## src/rtl/johnson_decoder.sv

```systemverilog
`default_nettype none
// ============================================================================
// Module   : johnson_decoder
// Brief    : Decodes/validates a Johnson code word, tracks step continuity,
//            runs a lock FSM and keeps a saturating error count.
// Revision : 1.0
// ============================================================================
module johnson_decoder #(
    parameter int SIZE     = 7,
    parameter int LOCK_CNT = 4,
    parameter int ERR_W    = 8
) (
    input  logic                            clk,
    input  logic                            r,
    input  logic                            in_valid,
    input  logic [0:SIZE]                   code,
    output logic [$clog2(2*(SIZE+1))-1:0]   phase,
    output logic                            phase_valid,
    output logic                            legal,
    output logic                            step_ok,
    output logic                            wrap,
    output logic                            locked,
    output logic [ERR_W-1:0]                err_cnt
);

    localparam int N  = SIZE + 1;
    localparam int PW = $clog2(2 * N);
    localparam int CW = $clog2(N + 1);
    localparam int RW = 4;

    localparam logic [PW-1:0]    C_PH_ONE   = PW'(1);
    localparam logic [PW-1:0]    C_PH_LAST  = PW'(2 * N - 1);
    localparam logic [PW-1:0]    C_PH_HALF  = PW'(N);
    localparam logic [CW-1:0]    C_LEAD_ONE = CW'(1);
    localparam logic [RW-1:0]    C_RUN_ONE  = RW'(1);
    localparam logic [RW-1:0]    C_RUN_LOCK = RW'(LOCK_CNT);
    localparam logic [ERR_W-1:0] C_ERR_ONE  = ERR_W'(1);
    localparam logic [ERR_W-1:0] C_ERR_MAX  = '1;

    typedef enum logic [1:0] {
        S_UNLOCKED = 2'd0,
        S_ACQUIRE  = 2'd1,
        S_LOCKED   = 2'd2
    } state_t;

    state_t            state_q, state_d;
    logic [PW-1:0]     phase_q, phase_d;
    logic              phase_valid_q, phase_valid_d;
    logic              legal_q, legal_d;
    logic              step_ok_q, step_ok_d;
    logic              wrap_q, wrap_d;
    logic              locked_q, locked_d;
    logic              prev_ok_q, prev_ok_d;
    logic [RW-1:0]     run_q, run_d;
    logic [ERR_W-1:0]  err_q, err_d;

    logic [CW-1:0]     w_lead;
    logic              w_stop;
    logic [0:SIZE]     w_recon;
    logic              w_legal;
    logic [PW-1:0]     w_phase;
    logic [PW-1:0]     w_expect;
    logic              w_step;
    logic              w_wrap;
    logic              w_err_inc;

    // Run length of bits matching code[0]'s expected polarity, then rebuild
    // the only legal word with that run to test legality exactly.
    always_comb begin
        w_lead = '0;
        w_stop = 1'b0;
        for (int i = 0; i < SIZE; i++) begin
            if (!w_stop && (code[i] != code[SIZE])) begin
                w_lead = w_lead + C_LEAD_ONE;
            end else begin
                w_stop = 1'b1;
            end
        end
        for (int i = 0; i <= SIZE; i++) begin
            w_recon[i] = code[SIZE] ^ (i < int'(w_lead));
        end
    end

    assign w_legal  = (w_recon == code);
    assign w_phase  = code[SIZE] ? (C_PH_HALF + PW'(w_lead)) : PW'(w_lead);
    // phase_q always holds the last legal phase, so it doubles as prev_phase.
    assign w_expect = (phase_q == C_PH_LAST) ? '0 : (phase_q + C_PH_ONE);
    assign w_step   = w_legal && prev_ok_q && (w_phase == w_expect);
    assign w_wrap   = w_step && (phase_q == C_PH_LAST);

    always_comb begin
        state_d       = state_q;
        phase_d       = phase_q;
        phase_valid_d = 1'b0;
        legal_d       = legal_q;
        step_ok_d     = step_ok_q;
        wrap_d        = 1'b0;
        prev_ok_d     = prev_ok_q;
        run_d         = run_q;
        err_d         = err_q;
        w_err_inc     = 1'b0;

        if (in_valid) begin
            phase_valid_d = 1'b1;
            legal_d       = w_legal;
            step_ok_d     = w_step;
            wrap_d        = w_wrap;
            prev_ok_d     = w_legal;
            if (w_legal) begin
                phase_d = w_phase;
            end

            case (state_q)
                S_UNLOCKED: begin
                    if (w_legal) begin
                        state_d = S_ACQUIRE;
                        run_d   = C_RUN_ONE;
                    end else begin
                        w_err_inc = 1'b1;
                    end
                end
                S_ACQUIRE: begin
                    if (w_step) begin
                        run_d = run_q + C_RUN_ONE;
                        if (run_d == C_RUN_LOCK) begin
                            state_d = S_LOCKED;
                        end
                    end else if (w_legal) begin
                        run_d     = C_RUN_ONE;
                        w_err_inc = 1'b1;
                    end else begin
                        state_d   = S_UNLOCKED;
                        run_d     = '0;
                        w_err_inc = 1'b1;
                    end
                end
                S_LOCKED: begin
                    if (!w_step) begin
                        w_err_inc = 1'b1;
                        if (w_legal) begin
                            state_d = S_ACQUIRE;
                            run_d   = C_RUN_ONE;
                        end else begin
                            state_d = S_UNLOCKED;
                            run_d   = '0;
                        end
                    end
                end
                default: begin
                    state_d = S_UNLOCKED;
                    run_d   = '0;
                end
            endcase
        end

        if (w_err_inc && (err_q != C_ERR_MAX)) begin
            err_d = err_q + C_ERR_ONE;
        end
        locked_d = (state_d == S_LOCKED);
    end

    always_ff @(posedge clk) begin
        if (r) begin
            state_q       <= S_UNLOCKED;
            phase_q       <= '0;
            phase_valid_q <= 1'b0;
            legal_q       <= 1'b0;
            step_ok_q     <= 1'b0;
            wrap_q        <= 1'b0;
            locked_q      <= 1'b0;
            prev_ok_q     <= 1'b0;
            run_q         <= '0;
            err_q         <= '0;
        end else begin
            state_q       <= state_d;
            phase_q       <= phase_d;
            phase_valid_q <= phase_valid_d;
            legal_q       <= legal_d;
            step_ok_q     <= step_ok_d;
            wrap_q        <= wrap_d;
            locked_q      <= locked_d;
            prev_ok_q     <= prev_ok_d;
            run_q         <= run_d;
            err_q         <= err_d;
        end
    end

    assign phase       = phase_q;
    assign phase_valid = phase_valid_q;
    assign legal       = legal_q;
    assign step_ok     = step_ok_q;
    assign wrap        = wrap_q;
    assign locked      = locked_q;
    assign err_cnt     = err_q;

endmodule
`default_nettype wire

```

## config.mk

```make
export PLATFORM = sky130hd
export DESIGN_NAME = johnson_decoder
export DESIGN_NICKNAME = d
export VERILOG_FILES = /design/src/rtl/johnson_decoder.sv
export SDC_FILE = /design/constraint.sdc
export NUM_CORES = 1
export LEC_CHECK = 0
export CAP_MARGIN = 20
export CORE_ASPECT_RATIO = 1.75
export CORE_UTILIZATION = 53
export CTS_BUF_LIST = sky130_fd_sc_hd__clkbuf_4
export DETAILED_ROUTE_END_ITERATION = 6
export PLACE_DENSITY = 0.79
export SYNTH_ARGS = -nofsm -noshare
export SYNTH_HDL_FRONTEND = slang
export SYNTH_SLANG_ARGS = --single-unit
```

## constraint.sdc

```tcl
create_clock -name clk -period 6.1 [get_ports clk]
set_input_delay 0.61 -clock clk [delete_from_list [all_inputs] [get_ports clk]]
set_output_delay 0.61 -clock clk [all_outputs]
set_load 0.01 [all_outputs]
```

==> impl_metrics.csv, run 1 <==
group,metric,value,unit
die,die-width,52.7,um
cells_and_area,multi_input_area,0.00178,sq mm
pwr,p_leak,1.11,nW
logic_synthesis,syn-cell-area,0.00238,sq mm
pwr,power.density,122,mW/mm^2
logic_synthesis,synthCells,302,
placed_design,placed_cell_area,0.00282,sq mm
logic_synthesis,synth_seq_area_share,19.3,%
cells_and_area,final_common_cell,"clkdlybuf4s50_1",
cells_and_area,final_cell_mix,"27 x clkdlybuf4s50_1, 26 x buf_4, 23 x nor2_1, 23 x dfxtp_1, 19 x a21oi_1",
timing,fin_crit_sh,94.6,%
cells_and_area,fillCellCount,366,
worst_hold_path,whs_path_depth,2,
detailed_routing,drc,0,
cells_and_area,final_cells,391,
timing,finalClockSkew,4.14,ps
logic_synthesis,ys.flop_type,"dfxtp_1",
cts,hold_buffers,0,
timing,finalSetupViolCount,0,
timing,report.final.slew_viol_count,0,
worst_hold_path,min_to,"step_ok$_SDFFE_PP0P_",
cts,clockBufferDepth,2,
timing,finalHoldViolations,0,
detailed_routing,finalWirelength,6180,um
timing,worst_pin_slew,964,ps
global_routing,gr-total-overflow,0,
pwr,ir_drop,0.0000752,V
worst_setup_path,cpPeakStageDelay,460,ps
die,io_pins,28,
detailed_routing,final_antenna_net_count,0,
global_routing,grtUsageTotal,27.9,%
die,die_h,90.7,um
logic_synthesis,synthTopCellsByArea,"dfxtp_1 19%, ha_1 6.3%, a21oi_1 4.0%",
worst_setup_path,cp.arrival,6010,ps
worst_setup_path,cp_common_cell,"ha_1",
logic_synthesis,ys_types,74,
cells_and_area,layout.nets,366,
placed_design,hpwlAfterDp,5040,um
global_routing,grt_antenna_before_repair,0,
detailed_routing,wl_per_cell,15.8,um
logic_synthesis,async_reset_ff_share,0,%
detailed_routing,drtPass1Iterations,5,
worst_setup_path,required,6340,ps
logic_synthesis,synth_nets,325,
cts,cts_resized,0,
cells_and_area,diodes,0,
worst_setup_path,r2r_slack,3540,ps
timing,fin_crit,5770,ps
placed_design,place_congestion,1.04,
timing,slew_headroom,35.5,%
global_routing,grt_max_degree,29,
worst_hold_path,holdCritPathClass,"flip-flop to flip-flop",
worst_setup_path,crit_type,"input port to flip-flop",
placed_design,place_inst,387,
worst_setup_path,cp-end-kind,"flip-flop",
cts,h-tree-depth,1,
run_status,run_status,"finished clean",
die,rows,31,
die,initial_core_util,56.3,%
worst_setup_path,crit_family,"compound AO/OA/AOI/OAI gates",
logic_synthesis,yosysWarnings,0,
timing,timing.hold.ws,493,ps
cells_and_area,design_area,0.00285,sq mm
logic_synthesis,synth_seq_cells,23,
worst_setup_path,path_buf_inv,2,
global_routing,grt_pass1_wl,10200,um
run,max_cap_violations,0,
cells_and_area,seqCellArea,460,sq um
worst_setup_path,worst-path-stages,23,
worst_setup_path,reg2reg_depth,9,
cts,cts-root-buf,"clkbuf_4",
cells_and_area,fin_util,67.4,%
cts,cts.reportedPaths.clkPinSlew,130,ps
die,core_area,0.00423,sq mm
timing,fmax,0.173,GHz
worst_setup_path,cp_max_fo,5,
cts,clk_latency,330,ps
worst_setup_path,start_kind,"input port",
cts,cts.sinks,23,
detailed_routing,route.vias.total,2445,
logic_synthesis,yosysTopAreaCell,"dfxtp_1",
cells_and_area,drive_gt1_share,15.2,%
placed_design,port_buffers,27,
cts,cts_buffers,3,
cells_and_area,area_growth_syn_to_layout,19.6,%
worst_setup_path,slowest_stage,"clkdlybuf4s50_1",
logic_synthesis,synth_top_area_share,19.3,%
global_routing,grt_pass1_vias,2347,
worst_setup_path,worstReg2RegEnd,"err_cnt[2]$_SDFFE_PP0P_",
worst_setup_path,crit_chain,"clkdlybuf4s50_1 > or2_1 > a21o_1 > inv_1 > ha_1 > a21oi_1 > nor2_1 > ha_1 > a21boi_2 > a21o_1 > ha_1 > mux2i_1 > a21oi_1 > ha_1 > or3b_1 > a211o_1 > a32oi_2 > mux2_4 > a311oi_2 > o21ba_2 > o21ai_1 > a211oi_1 > mux2_4",
timing,rsz0062_at_grt,"no",
detailed_routing,drtIter0Drc,45,
logic_synthesis,synth_edf_count,0,
cts,cts_tree,"yes",
logic_synthesis,synth.avg_cell_area,7.89,sq um
die,die_area,0.00478,sq mm
cts,cts_setup_buffers,0,
detailed_routing,viasPerCell,6.25,
worst_setup_path,r2r-start,"phase[0]$_SDFFE_PP0P_",
worst_hold_path,min-delay-start,"step_ok$_SDFFE_PP0P_",
power by group:
group | internal, W | switching [W] | leakage (nW)
Sequential | 0.000153 | 0.00000276 | 0.186
Clock | 0.0000247 | 0.0000507 | 0.0177
Combinational | 0.0000541 | 0.0000634 | 0.908
Total | 0.000232 | 0.000117 | 1.11
worst reg2reg max path, delay by kind of cell (launching register included):
family	cells	cell delay [ps]
fa+ha+maj	1	240
mux	1	340
compound gates	3	880
flops	1	460
simple gates	4	550
Yosys cell counts (3+ instances only):
cell,instances
xnor2_1,3
xor2_1,3
nor3_1,6
mux2_1,5
and3_1,5
o21ai_0,14
nand2_1,13
a21o_1,5
o211ai_1,3
mux2i_1,5
inv_1,16
or3_1,6
nor2_1,23
o2111ai_1,3
a21boi_0,4
o21ai_1,3
clkbuf_1,8
nand2b_1,8
buf_2,6
a21oi_1,19
o21ba_2,3
nor2b_1,13
ha_1,12
nor3b_1,5
nand3_1,13
nor4_1,4
a21boi_1,3
o22ai_1,4
nand4_1,4
dfxtp_1,23
o31ai_1,4
per-stage QoR:
stage,total power (W),setup slack (ps),setup TNS (ps)
floorplan,0.000233,177,0
global placement,0.000274,61.7,0
detailed placement,0.000275,-14.3,-26.5
CTS,0.000350,327,0
global route,0.000368,27.6,0
finish,0.000348,327,0
state kept, by name, indices dropped and copies added, names as in the netlist:
name,count
run_q,4
locked,1
wrap,1
phase,4
state_q,2
err_cnt,8
step_ok,1
phase_valid,1
prev_ok_q,1
cell type report:
class	count	area share (%)
multi-input cells	246	62.3
repair buffers	53	16.3
flip-flops and latches	23	16.2
well taps	49	2.15
inverters	16	2.11
clock buffers	3	0.790
clock inverters	1	0.176
logic make-up (layout without fill, tap and decap cells):
family	Yosys count	after routing	synth area share (%)
buffers and inverters	33	73	6.14
muxes	13	13	6.20
and+or+nand+nor	116	116	27.6
AOI/OAI and AO/OA	97	97	30.9
xor gates and xnor gates	8	8	3.57
adders and majority gates	12	12	6.30
DFF	23	23	19.3
worst max-delay path by stage:
stage | slack, ps | from | to
finish | 330 | code[0] | err_cnt[5]$_SDFFE_PP0P_
global route | 30 | code[7] | locked$_SDFF_PP0_
CTS | 330 | code[7] | locked$_SDFF_PP0_
detailed placement | -10 | code[1] | err_cnt[5]$_SDFFE_PP0P_
global placement | 60 | code[7] | locked$_SDFF_PP0_
floorplan | 180 | code[7] | err_cnt[4]$_SDFFE_PP0P_
layer usage:
metal / vias to the layer above / track usage [%] / share of wire, %
li1: 1216 / - / -
met1: 1138 / 25.4 / 36
met2: 66 / 55.6 / 57
met3: 25 / 2.53 / 2.2
met4: 0 / 13.4 / 4.4
met5: - / 0 / 0
Note: power is estimated with default switching activity, not from simulation.
==> run 2: changes to the inputs <==
Settings changed: CTS_CLUSTER_DIAMETER from default to 200.
==> results of run 2 <==
No change in the layout: final DEF, timing and power equal those of run 1.
==> run 3: changes to the inputs <==
Settings changed: GPL_TIMING_DRIVEN from default to 0, SKIP_LAST_GASP from default to 1.
==> impl_metrics.csv, run 3 (same netlist as run 1, synthesis figures left out) <==
group,metric,value,unit
run_status,run_status,"finished clean",
timing,rsz0062_at_grt,"no",
pwr,p_sw_share,35.2,%
cts,cts.reportedPaths.clkPinSlew,140,ps
die,io_pins,28,
worst_hold_path,holdCritPathClass,"flip-flop to flip-flop",
worst_setup_path,cp-end-kind,"flip-flop",
cells_and_area,layout.nets,372,
global_routing,grtUsageTotal,28.2,%
die,core_area,0.00423,sq mm
worst_setup_path,cp.arrival,6080,ps
detailed_routing,final_antenna_net_count,0,
pwr,ir_drop,0.0000907,V
pwr,cellInternalPower,0.000242,W
cells_and_area,design_area,0.00310,sq mm
timing,setup_ws,249,ps
worst_setup_path,reg2reg_depth,10,
detailed_routing,viasPerCell,6.52,
cells_and_area,final_common_cell,"dfxtp_1",
die,die-width,52.7,um
worst_setup_path,crit_chain,"clkdlybuf4s50_1 > inv_1 > a21o_1 > o21ai_1 > ha_1 > a21oi_2 > nor2_4 > ha_4 > a21boi_4 > a21o_1 > ha_4 > mux2i_4 > a21oi_2 > ha_2 > or3b_1 > a211o_1 > a32oi_4 > mux2_4 > xnor2_4 > nor3_4 > buf_4 > o32a_4 > a21oi_2 > mux2_1",
pwr,power.density,120,mW/mm^2
placed_design,hpwlAfterDp,4950,um
worst_setup_path,crit_type,"input port to flip-flop",
worst_setup_path,slowest_stage,"clkdlybuf4s50_1",
pwr,p_seq_share,41.6,%
cells_and_area,diodes,0,
global_routing,grt_pass1_wl,10400,um
pwr,comb_power_share,38.5,%
worst_setup_path,r2r_slack,3460,ps
cts,h-tree-depth,1,
cells_and_area,final_cell_mix,"23 x dfxtp_1, 22 x nor2_1, 22 x clkdlybuf4s50_1",
detailed_routing,drc,0,
worst_setup_path,cp_max_fo,9,
global_routing,gr-total-overflow,0,
placed_design,port_buffers,24,
worst_hold_path,whs_path_depth,2,
global_routing,grt_pass1_vias,2414,
placed_design,pre_cts_slack,-913,ps
detailed_routing,finalWirelength,7120,um
die,die_area,0.00478,sq mm
worst_setup_path,crit_family,"compound AO/OA/AOI/OAI gates",
detailed_routing,drtPass1Iterations,5,
detailed_routing,wl_met2,4140,um
run,max_cap_violations,0,
die,initial_core_util,56.3,%
timing,fin_crit_sh,95.9,%
pwr,p_leak,1.17,nW
pwr,p_sw,0.000132,W
die,die_h,90.7,um
cells_and_area,area_growth_syn_to_layout,30.3,%
die,rows,31,
cts,cts_buffers,3,
worst_setup_path,path_buf_inv,3,
detailed_routing,drtIter0Drc,101,
cells_and_area,largest_reg_flops,8,
worst_setup_path,required,6330,ps
worst_hold_path,min_to,"step_ok$_SDFFE_PP0P_",
pwr,clockPowerShare,19.9,%
worst_setup_path,start_kind,"input port",
timing,fin_crit,5850,ps
cts,hold_buffers,0,
cts,cts.sinks,23,
timing,finalHoldViolations,0,
cells_and_area,multi_input_area,0.00200,sq mm
cts,clk_latency,320,ps
cells_and_area,seqCellArea,460,sq um
timing,finalSetupViolCount,0,
worst_setup_path,worstReg2RegEnd,"err_cnt[7]$_SDFFE_PP0P_",
worst_setup_path,r2r-start,"phase[0]$_SDFFE_PP0P_",
cells_and_area,fillCellCount,320,
worst_setup_path,cpPeakStageDelay,550,ps
cts,cts_tree,"yes",
placed_design,placed_cell_area,0.00268,sq mm
cts,cts-root-buf,"clkbuf_4",
global_routing,grt_antenna_before_repair,0,
timing,finalClockSkew,10.1,ps
worst_setup_path,cp_common_cell,"a21oi_2",
global_routing,grt_max_degree,14,
detailed_routing,met1_length,2440,um
cts,clockBufferDepth,2,
timing,timing.hold.ws,498,ps
cells_and_area,drive_gt1_share,23.6,%
placed_design,place_congestion,0.935,
detailed_routing,top_layer,"met4",
detailed_routing,wl_per_cell,17.9,um
detailed_routing,route.vias.total,2589,
timing,slew_headroom,36.5,%
worst_hold_path,min-delay-start,"step_ok$_SDFFE_PP0P_",
timing,worst_pin_slew,953,ps
timing,report.final.slew_viol_count,0,
detailed_routing,wl_met3,236,um
timing,fmax,0.171,GHz
[run 3: changes by cell type in the layout (fill, tap and decap cells not counted), moves of 3 or more]
cell and delta:
o21ai_0 -3, a21boi_1 -3, a21oi_2 +4, clkbuf_1 +7, buf_6 +5, buf_4 -6
ha_1 -3, a21oi_1 -4, buf_2 +3, clkdlybuf4s50_1 -5
[run 3: metrics by stage]
step	power, W	utilization, %	TNS (ps)	std cells
finish	0.000373	73.4	0	397
floorplan	0.000233	-	0	302
detailed placement	0.000263	63.5	-15210	375
CTS	0.000346	67.0	0	384
global route	0.000390	73.4	0	397
global placement	0.000261	63.5	-14080	375
[run 3: routing by layer]
metal,GRT usage [%],vias to the layer above
met1,25.5,1242
met5,0,-
met3,2.69,27
li1,-,1225
met2,57.3,95
met4,11.4,0
[run 3: power by group through the flow]
stage                     Sequential [W]  Combinational (W)   Clock, W
after floorplan                 0.000159          0.0000735          0
after global routing            0.000156           0.000154  0.0000799
after global placement          0.000159           0.000102          0
final                           0.000155           0.000144  0.0000742
after CTS                       0.000155           0.000116  0.0000747
after detailed placement        0.000159           0.000104          0
[run 3: what timing repair did]
item | 4_1_cts | 5_1_grt
setup buffers | 6 | 13
resized for setup | 17 | 36
endpoints found under the setup margin | 22 | 18
hold endpoints to repair | 0 | 0
pin swaps | 3 | 21
cloned | 0 | 0
[run 3: tightest hold or removal path, cell delays in order, from the launching register on]
cell and delay, ps:
dfxtp_1 340, nand2b_1 70, a21oi_1 60
[run 3: area by class of cell]
type	instances	share of cell area (%)
plain buffers	16	3.39
clock buffers	3	0.726
clock inverters	1	0.161
inverters	16	2.06
multi-input cells	246	64.4
flip-flops and latches	23	14.8
well taps	49	1.98
repair buffers	43	12.5
[run 3: worst max-delay path by stage]
stage            start                      end  slack, ps  cells after the start
5_1_grt        code[2]    run_q[3]$_SDFFE_PP0P_         30                     24
4_1_cts        code[7]        locked$_SDFF_PP0_        0.1                     25
3_5_place_dp   code[7]  err_cnt[4]$_SDFFE_PP0P_       -910                     26
6_report       code[2]  err_cnt[7]$_SDFFE_PP0P_        250                     24
3_3_place_gp   code[7]  err_cnt[4]$_SDFFE_PP0P_       -880                     26
2_1_floorplan  code[7]  err_cnt[4]$_SDFFE_PP0P_        180                     25
